File: config.mk
export PLATFORM = sky130hd
export DESIGN_NAME = pipeline_hazard_ctrl
export DESIGN_NICKNAME = d
export VERILOG_FILES = /design/src/rtl/mips_ctrl_defs.sv /design/src/rtl/load_use_detect.sv /design/src/rtl/pipeline_hazard_ctrl.sv
export SDC_FILE = /design/constraint.sdc
export NUM_CORES = 1
export LEC_CHECK = 0
export ABC_AREA = 0
export ABC_CLOCK_PERIOD_IN_PS = 4900
export BUFFER_PORTS_ARGS = -buffer_cell sky130_fd_sc_hd__buf_2
export CAP_MARGIN = 15
export CELL_PAD_IN_SITES_DETAIL_PLACEMENT = 2
export CELL_PAD_IN_SITES_GLOBAL_PLACEMENT = 2
export CORE_UTILIZATION = 34
export CTS_CLUSTER_SIZE = 28
export DETAILED_ROUTE_END_ITERATION = 7
export GPL_TIMING_DRIVEN = 0
export HOLD_SLACK_MARGIN = 0.12
export MAX_ROUTING_LAYER = met4
export PLACE_DENSITY_LB_ADDON = 0.1
export SETUP_SLACK_MARGIN = 0.4
export SLEW_MARGIN = 20
export SYNTH_ARGS = -nofsm -noshare
export SYNTH_HDL_FRONTEND = slang
export SYNTH_SLANG_ARGS = --single-unit
File: constraint.sdc
create_clock -name clk -period 4.9 [get_ports clk]
set_clock_uncertainty 0.2 [all_clocks]
set_input_delay 0.49 -clock clk [delete_from_list [all_inputs] [get_ports clk]]
set_output_delay 0.49 -clock clk [all_outputs]
set_load 0.03 [all_outputs]
File: src/rtl/mips_ctrl_defs.sv
// Shared definitions for the MIPS pipeline control blocks.
//   state_t   : hazard sequencer state encoding
//   REG_ZERO  : architectural zero register index (never a real dependency)
package mips_ctrl_defs;

    typedef enum logic [1:0] {
        RUN      = 2'd0,
        MEM_WAIT = 2'd1,
        ERROR    = 2'd2
    } state_t;

    localparam logic [4:0] REG_ZERO = 5'd0;

endpackage

File: src/rtl/load_use_detect.sv
// Load-use hazard detector: flags when the load currently in EX writes a
// register that the instruction in ID reads.
// Ports:
//   ex_mem_read  in  load in EX
//   ex_rt        in  load destination register
//   id_rs        in  rs of instruction in ID
//   id_rt        in  rt of instruction in ID
//   id_uses_rt   in  ID instruction actually reads rt
//   hazard       out stall required
module load_use_detect
    import mips_ctrl_defs::*;
(
    input  logic       ex_mem_read,
    input  logic [4:0] ex_rt,
    input  logic [4:0] id_rs,
    input  logic [4:0] id_rt,
    input  logic       id_uses_rt,
    output logic       hazard
);

    // $zero is hardwired, so a load targeting it creates no dependency.
    assign hazard = ex_mem_read && (ex_rt != REG_ZERO) &&
                    ((ex_rt == id_rs) || (id_uses_rt && (ex_rt == id_rt)));

endmodule

File: src/rtl/pipeline_hazard_ctrl.sv
// Central stall/flush sequencer for the 5-stage MIPS pipeline.
// Handles load-use stalls, MEM-resolved branch flushes and data-memory wait
// freezes, with a watchdog on memory waits and a stall-cycle counter.
// Ports:
//   clk, rst_n                      clock, async active-low reset
//   id_rs, id_rt, id_uses_rt        ID-stage source operands
//   ex_mem_read, ex_rt              load in EX and its destination
//   mem_branch_tkn                  branch taken, resolved in MEM
//   dmem_req, dmem_ready            data memory access / completion
//   stat_clr                        clear stall_cycles
//   pc_en, ifid_en, exmem_en        latch load enables
//   ifid_flush, idex_flush,
//   exmem_flush, memwb_bubble       latch flush / bubble controls
//   err                             sticky memory-timeout error
//   stall_cycles                    saturating count of cycles with pc_en=0
//
// state    | meaning
// RUN      | normal flow; branch and load-use rules apply
// MEM_WAIT | data memory stalled, pipe frozen until dmem_ready
// ERROR    | memory wait exceeded TIMEOUT; frozen until reset
module pipeline_hazard_ctrl
    import mips_ctrl_defs::*;
#(
    parameter int TIMEOUT = 16,
    parameter int CNT_W   = 32
) (
    input  logic             clk,
    input  logic             rst_n,
    input  logic [4:0]       id_rs,
    input  logic [4:0]       id_rt,
    input  logic             id_uses_rt,
    input  logic             ex_mem_read,
    input  logic [4:0]       ex_rt,
    input  logic             mem_branch_tkn,
    input  logic             dmem_req,
    input  logic             dmem_ready,
    input  logic             stat_clr,
    output logic             pc_en,
    output logic             ifid_en,
    output logic             ifid_flush,
    output logic             idex_flush,
    output logic             exmem_en,
    output logic             exmem_flush,
    output logic             memwb_bubble,
    output logic             err,
    output logic [CNT_W-1:0] stall_cycles
);

    // wait_cnt never needs to exceed TIMEOUT-1
    localparam int WCW = (TIMEOUT > 2) ? $clog2(TIMEOUT) : 1;

    state_t         state;
    logic [WCW-1:0] wait_cnt;
    logic           load_use;
    logic           mem_freeze;

    load_use_detect u_load_use_detect (
        .ex_mem_read (ex_mem_read),
        .ex_rt       (ex_rt),
        .id_rs       (id_rs),
        .id_rt       (id_rt),
        .id_uses_rt  (id_uses_rt),
        .hazard      (load_use)
    );

    // Once waiting, only dmem_ready releases the freeze; dmem_req is irrelevant.
    assign mem_freeze = !dmem_ready && ((state == MEM_WAIT) || ((state == RUN) && dmem_req));
    assign err        = (state == ERROR);

    // Outputs respond in the same cycle as the hazard; priority is
    // memory freeze > branch flush > load-use.
    always_comb begin
        pc_en        = 1'b1;
        ifid_en      = 1'b1;
        exmem_en     = 1'b1;
        ifid_flush   = 1'b0;
        idex_flush   = 1'b0;
        exmem_flush  = 1'b0;
        memwb_bubble = 1'b0;
        if (!rst_n) begin
            pc_en        = 1'b0;
            ifid_en      = 1'b0;
            exmem_en     = 1'b0;
            ifid_flush   = 1'b1;
            idex_flush   = 1'b1;
            exmem_flush  = 1'b1;
            memwb_bubble = 1'b1;
        end else if ((state == ERROR) || mem_freeze) begin
            pc_en        = 1'b0;
            ifid_en      = 1'b0;
            exmem_en     = 1'b0;
            memwb_bubble = 1'b1;
        end else if (mem_branch_tkn) begin
            ifid_flush   = 1'b1;
            idex_flush   = 1'b1;
            exmem_flush  = 1'b1;
        end else if (load_use) begin
            pc_en        = 1'b0;
            ifid_en      = 1'b0;
            idex_flush   = 1'b1;
        end
    end

    always_ff @(posedge clk or negedge rst_n) begin
        if (!rst_n) begin
            state    <= RUN;
            wait_cnt <= '0;
        end else begin
            case (state)
                RUN: begin
                    if (dmem_req && !dmem_ready) begin
                        state    <= MEM_WAIT;
                        wait_cnt <= WCW'(1);
                    end
                end
                MEM_WAIT: begin
                    if (dmem_ready) begin
                        state    <= RUN;
                        wait_cnt <= '0;
                    end else if (wait_cnt == WCW'(TIMEOUT - 1)) begin
                        state    <= ERROR;
                    end else begin
                        wait_cnt <= wait_cnt + WCW'(1);
                    end
                end
                ERROR: begin
                    state <= ERROR;
                end
                default: begin
                    state    <= RUN;
                    wait_cnt <= '0;
                end
            endcase
        end
    end

    always_ff @(posedge clk or negedge rst_n) begin
        if (!rst_n) begin
            stall_cycles <= '0;
        end else if (stat_clr) begin
            stall_cycles <= '0;
        end else if (!pc_en && (stall_cycles != '1)) begin
            stall_cycles <= stall_cycles + CNT_W'(1);
        end
    end

endmodule

==> results.cfg, run 1 <==
[clock_network]
hold_buffers = 0
cts_sinks = 38
htree_levels = 2
cts_tree = built
postCtsSetupRepairBufs = 0
cts-root-buf = clkbuf_8
ctsResizeCount = 0
clkLatencyLatePin_ps = 300
cts_made_buffers = 5
clkSlewWorstSetupHoldPaths_ps = 80
clock_tree.buffer_depth = 2

[setup_path]
crit_start = rst_n
reg2reg_slack_ps = 2010
critPathLaunchType = input pin
cp.required_ps = 4210
reg2reg_to = stall_cycles[24]$_DFFE_PN0P_
reg2reg_from = stall_cycles[3]$_DFFE_PN0P_
reg2reg_depth = 6
crit_type = in -> out
path_max_fanout = 40
crit_end = pc_en
critPathArrivalTime_ps = 2660
end_kind = output pin

[hold_path]
hold_class = in -> async

[synth]
synth_edf_count = 0
synth_xor_area_share_pct = 3.59
synth_top_family_by_area = simple AND/OR/NAND/NOR gates
synth-compound-area-share_pct = 15.7
synth_nets = 298
synthCells = 273
synth_fa_ha_area_share_pct = 1.03
synth_cell_types = 40
synthSimpleGateAreaFrac_pct = 31.4
yosys_register_bits = 38
ys_warn_count = 0
synth_area_um2 = 2440
synth_ff_type = dfrtp_1
synthMuxAreaShare_pct = 4.61
ys_seq_area_share_pct = 39.0
syn_area_per_cell_um2 = 8.94
async_flop_share_pct = 100

[global_route]
grt_pass1_vias = 2733
grt-ovfl-total = 0
grt_max_degree = 41
antenna_found_initial = 0
grt_pass1_wl_um = 13400
track_usage_pct = 23.8

[drt]
drt-vias-per-instance = 5.63
drt-pass1-iter-count = 4
drt_wl_total_um = 7970
ant_nets = 0
wl_per_cell_um = 18.2
vias = 2472
drc = 0
drt-initial-drc-count = 89

[cells_and_area]
stdcell_area_um2 = 2970
layout_common_cells = 70 x buf_2, 38 x dfrtp_1, 26 x a21oi_1, 19 x nand2_1, 18 x nor2_1
fill_cells = 807
syn2layout_area_growth_pct = 21.5
n_antenna_cell = 0
final_common_cell = buf_2
nNetsFinal = 367
drive_above_1_share_pct = 28.9

[pwr]
powerDensity_nw_per_um2 = 222
p_leak_uw = 0.00126
vdd_drop_max_mv = 0.0917

[timing]
hold_viol = 0
min_period_over_period_pct = 68.4
max_freq_ghz = 0.299
setup_tns_ps = 0
min_period_ps = 3350
max_slew_margin_pct = 38.6
rsz0062_at_grt = false
tightest_slew_ps = 921
setup_viol_count_final = 0
drv_slew = 0
finalWorstSetupSlack_ps = 1550

[floorplan]
coreArea_um2 = 6870
ioPinCount = 63
start_util_pct = 35.5
die_h_um = 86.7
die-area_um2 = 7520
fp-row-count = 30
die_x_um = 86.7

[place]
gp_congestion = 0.746
dp_hpwl_um = 6010
portBuffers = 62
post_dp_cell_area_um2 = 2870
place_ws_ps = 1450

[status]
status = finished clean

[job]
drv_cap = 0
==> area by class of cell <==
type,count,area (um2),share of cell area [%]
inverter,4,15.0,0.506
buffer,18,100,3.37
sequential,38,951,32.1
clock inverter,2,12.5,0.422
timing repair buffer,62,310,10.5
tap,96,120,4.05
multi-input combinational,213,1380,46.4
clock buffer,6,82.6,2.78
==> layer usage <==
metal | vias up | part of all wire, % | GRT usage [%]
met5 | - | 0 | -
met1 | 1237 | 43 | 27.1
met4 | 0 | 1.1 | 6.36
li1 | 1168 | - | -
met3 | 7 | 3.4 | 3.43
met2 | 60 | 52 | 43.5
==> stage by stage <==
step	total power (uW)	util, %	instances	hold slack (ps)
floorplan	391	-	273	-5.59
global placement	431	41.8	431	346
detailed placement	434	41.8	431	351
CTS	673	43.2	439	161
global route	692	43.2	439	195
finish	660	43.2	439	123
==> synth_stat cells, types with 4 or more instances <==
| library cell | instances | share of area, % |
|---|---|---|
| a21oi_1 | 26 | 5.3 |
| and3_1 | 5 | 1.3 |
| buf_2 | 8 | 1.6 |
| clkbuf_1 | 6 | 0.92 |
| dfrtp_1 | 38 | 39 |
| mux2_2 | 9 | 4.2 |
| nand2_1 | 19 | 2.9 |
| nand3_1 | 17 | 3.5 |
| nand4_1 | 14 | 3.6 |
| nor2_1 | 18 | 2.8 |
| nor2b_1 | 12 | 3.1 |
| nor3_1 | 7 | 1.4 |
| nor4_1 | 4 | 1.0 |
| o21ai_0 | 5 | 1.0 |
| o31ai_1 | 15 | 4.6 |
| o41ai_1 | 4 | 1.4 |
| or4_1 | 16 | 4.9 |
| xnor2_1 | 10 | 3.6 |
==> power by group <==
part	switching, uW	internal, uW	total (uW)
clock	121	113	234
combinational	63.4	33.7	97.1
sequential	8.24	320	328
total	193	467	660
==> worst min path at each step <==
stage | from | to | slack (ps) | depth (start not counted)
floorplan | rst_n | stall_cycles[0]$_DFFE_PN0P_ | -6 | 0
global placement | wait_cnt[0]$_DFFE_PN0P_ | wait_cnt[0]$_DFFE_PN0P_ | 350 | 1
detailed placement | wait_cnt[0]$_DFFE_PN0P_ | wait_cnt[0]$_DFFE_PN0P_ | 350 | 1
CTS | rst_n | stall_cycles[20]$_DFFE_PN0P_ | 160 | 1
global route | rst_n | stall_cycles[14]$_DFFE_PN0P_ | 200 | 1
finish | rst_n | stall_cycles[20]$_DFFE_PN0P_ | 120 | 1
==> cell families (layout without fill, tap and decap cells) <==
| logic type | after synthesis | in the layout |
|---|---|---|
| simple gates | 131 | 131 |
| xor+xnor | 10 | 10 |
| buf+inv | 22 | 92 |
| mux | 10 | 10 |
| compound gates | 60 | 60 |
| flops | 38 | 38 |
| fa+ha+maj | 2 | 2 |
==> flip-flops by register name, summed over array words and instances, names as in the netlist <==
signal / flops
state: 2
wait_cnt: 4
stall_cycles: 32
==> worst max-delay path, cell delays in order <==
cell     delay (ps)
buf_2           690
and2_1          320
o31ai_4         140
inv_2           140
buf_2           260
buf_2           280
buf_4           140
buf_2           180
Note: power is estimated with default switching activity, not from simulation.
==> run 2, diff against run 1 <==
Settings changed: ABC_CLOCK_PERIOD_IN_PS 4900 to 3400, CORE_UTILIZATION 34 to 31.
Clock period 4.9 ns to 3.4 ns, I/O delays scaled along.
==> run 2 against run 1 <==
Core utilization is 2.3 points lower. Count of clock-buffer cells in the layout down 1. Non-clock buffer count is 2 higher. First-iteration DRC count down 7.9%. Hold slack improved by 61 ps. Total power grew 55%. Critical path depth is 1 lower. Sequential share of layout area decreased by 0.83 points.
==> results.cfg, run 2 (synthesis results as in run 1) <==
[status]
status = finished clean

[place]
place_ws_ps = 177
post_dp_cell_area_um2 = 2880
gp_congestion = 0.751
portBuffers = 62
dp_hpwl_um = 6100

[timing]
hold_viol = 0
tightest_slew_ps = 635
setup_viol_count_final = 0
max_slew_margin_pct = 57.7
min_period_ps = 2880
finalWorstSetupSlack_ps = 518
rsz0062_at_grt = true
max_freq_ghz = 0.347
setup_tns_ps = 0
min_period_over_period_pct = 84.8
drv_slew = 0

[setup_path]
path_max_fanout = 10
path_cells = and4_1, buf_2, nand4_1, o21ai_1, buf_2, nor4b_2, mux2_2
path_delay_family = simple AND/OR/NAND/NOR gates
cp.required_ps = 3390
cpPeakStageDelay_ps = 590
reg2reg_slack_ps = 520
cpMostUsedCell = buf_2
critPathArrivalTime_ps = 2870
crit_type = reg -> reg
crit_path_top_delay_cell = o21ai_1
worst-path-buf-inv = 2
critPathLaunchType = flop
end_kind = flop

[drt]
drt-vias-per-instance = 5.68
vias = 2521
wl_per_cell_um = 19.4
drt-pass1-iter-count = 4
drt-met1-wl_um = 3970
top_layer = met4
drt_wl_total_um = 8630
drc = 0
route.met3.wl_um = 249
drt-initial-drc-count = 82
ant_nets = 0
met2_length_um = 4310

[pwr]
pwr-share-clk_pct = 38.9
swShare_pct = 28.4
sequentialPowerShare_pct = 46.3
vdd_drop_max_mv = 0.143
powerDensity_nw_per_um2 = 336
p_leak_uw = 0.00129
p_sw_uw = 291
internal_power_uw = 733
combPwrFrac_pct = 14.8

[clock_network]
clkLatencyLatePin_ps = 300
clock_tree.buffer_depth = 2
cts_sinks = 38
cts_made_buffers = 5
htree_levels = 2
clkSlewWorstSetupHoldPaths_ps = 90
cts_tree = built
cts-root-buf = clkbuf_8

[hold_path]
hold_class = in -> reg

[floorplan]
ioPinCount = 63
die_h_um = 90.7
fp-row-count = 31
coreArea_um2 = 7450
start_util_pct = 32.8
die_x_um = 90.7
die-area_um2 = 8230

[cells_and_area]
drive_above_1_share_pct = 30.1
stdcell_area_um2 = 3050
largest_reg_flops = 32
reg_top3 = stall_cycles: 32 flops, wait_cnt: 4 flops, state: 2 flops
nNetsFinal = 369
n_antenna_cell = 0
syn2layout_area_growth_pct = 24.8
layout_common_cells = 66 x buf_2, 38 x dfrtp_1, 25 x a21oi_1, 19 x nand2_1
final_common_cell = buf_2
regMostFlops = stall_cycles
fill_cells = 881

[global_route]
grt_pass1_wl_um = 14100
antenna_found_initial = 0
grt-ovfl-total = 0
track_usage_pct = 22.5
grt_max_degree = 39
grt_pass1_vias = 2617

[job]
drv_cap = 0
==> run 2: metal layers <==
| metal | track usage (%) | vias up |
|---|---|---|
| met4 | 4.57 | 0 |
| met2 | 39.7 | 61 |
| li1 | - | 1178 |
| met3 | 3.20 | 9 |
| met5 | - | - |
| met1 | 27.1 | 1273 |
==> run 2: through the flow <==
step                hold WS, ps  util [%]  instances  total power [uW]
finish                      184      40.9        444              1020
detailed placement          349      38.6        434               628
floorplan                  -156         -        273               563
global placement            346      38.6        434               623
CTS                         178      40.7        444              1040
global route                219      40.9        444              1060
==> run 2: worst paths after layout <==
check | start | cells after the start | end
min in group asynchronous | rst_n | 3 | stall_cycles[21]$_DFFE_PN0P_
setup / recovery | stall_cycles[14]$_DFFE_PN0P_ | 7 | stall_cycles[24]$_DFFE_PN0P_
setup reg to reg | stall_cycles[14]$_DFFE_PN0P_ | 7 | stall_cycles[24]$_DFFE_PN0P_
hold / removal | dmem_ready | 4 | wait_cnt[3]$_DFFE_PN0P_
hold reg to reg | wait_cnt[0]$_DFFE_PN0P_ | 1 | wait_cnt[0]$_DFFE_PN0P_
max in group asynchronous | rst_n | 3 | stall_cycles[13]$_DFFE_PN0P_
==> run 2: final cells by class <==
class	count	area [um2]	share of cell area [%]
plain buffers	18	115	3.78
repair buffers	64	343	11.3
well taps	99	124	4.07
inverters	4	15.0	0.493
clock inverters	3	40.0	1.31
flip-flops and latches	38	951	31.2
multi-input cells	213	1390	45.6
clock buffers	5	68.8	2.26
==> run 2: repair_timing <==
| item | in CTS | in global routing |
|---|---|---|
| gates cloned | 0 | 0 |
| resized for setup | 6 | 5 |
| hold buffers | 2 | 0 |
| endpoints found under the hold margin | 38 | 0 |
| setup buffers | 0 | 0 |
| pin swaps | 0 | 0 |
| endpoints found under the setup margin | 2 | 16 |
==> run 2: power groups by stage <==
stage,clock network (uW),logic (uW),registers (uW)
finish,398,151,474
global route,420,167,476
CTS,409,153,474
detailed placement,0,146,483
global placement,0,141,482
floorplan,0,78.6,485
==> run 2: worst reg2reg max path: stages (launching register included) <==
cell,delay (ps)
dfrtp_1,500
and4_1,220
buf_2,170
nand4_1,340
o21ai_1,600
buf_2,380
nor4b_2,90
mux2_2,280
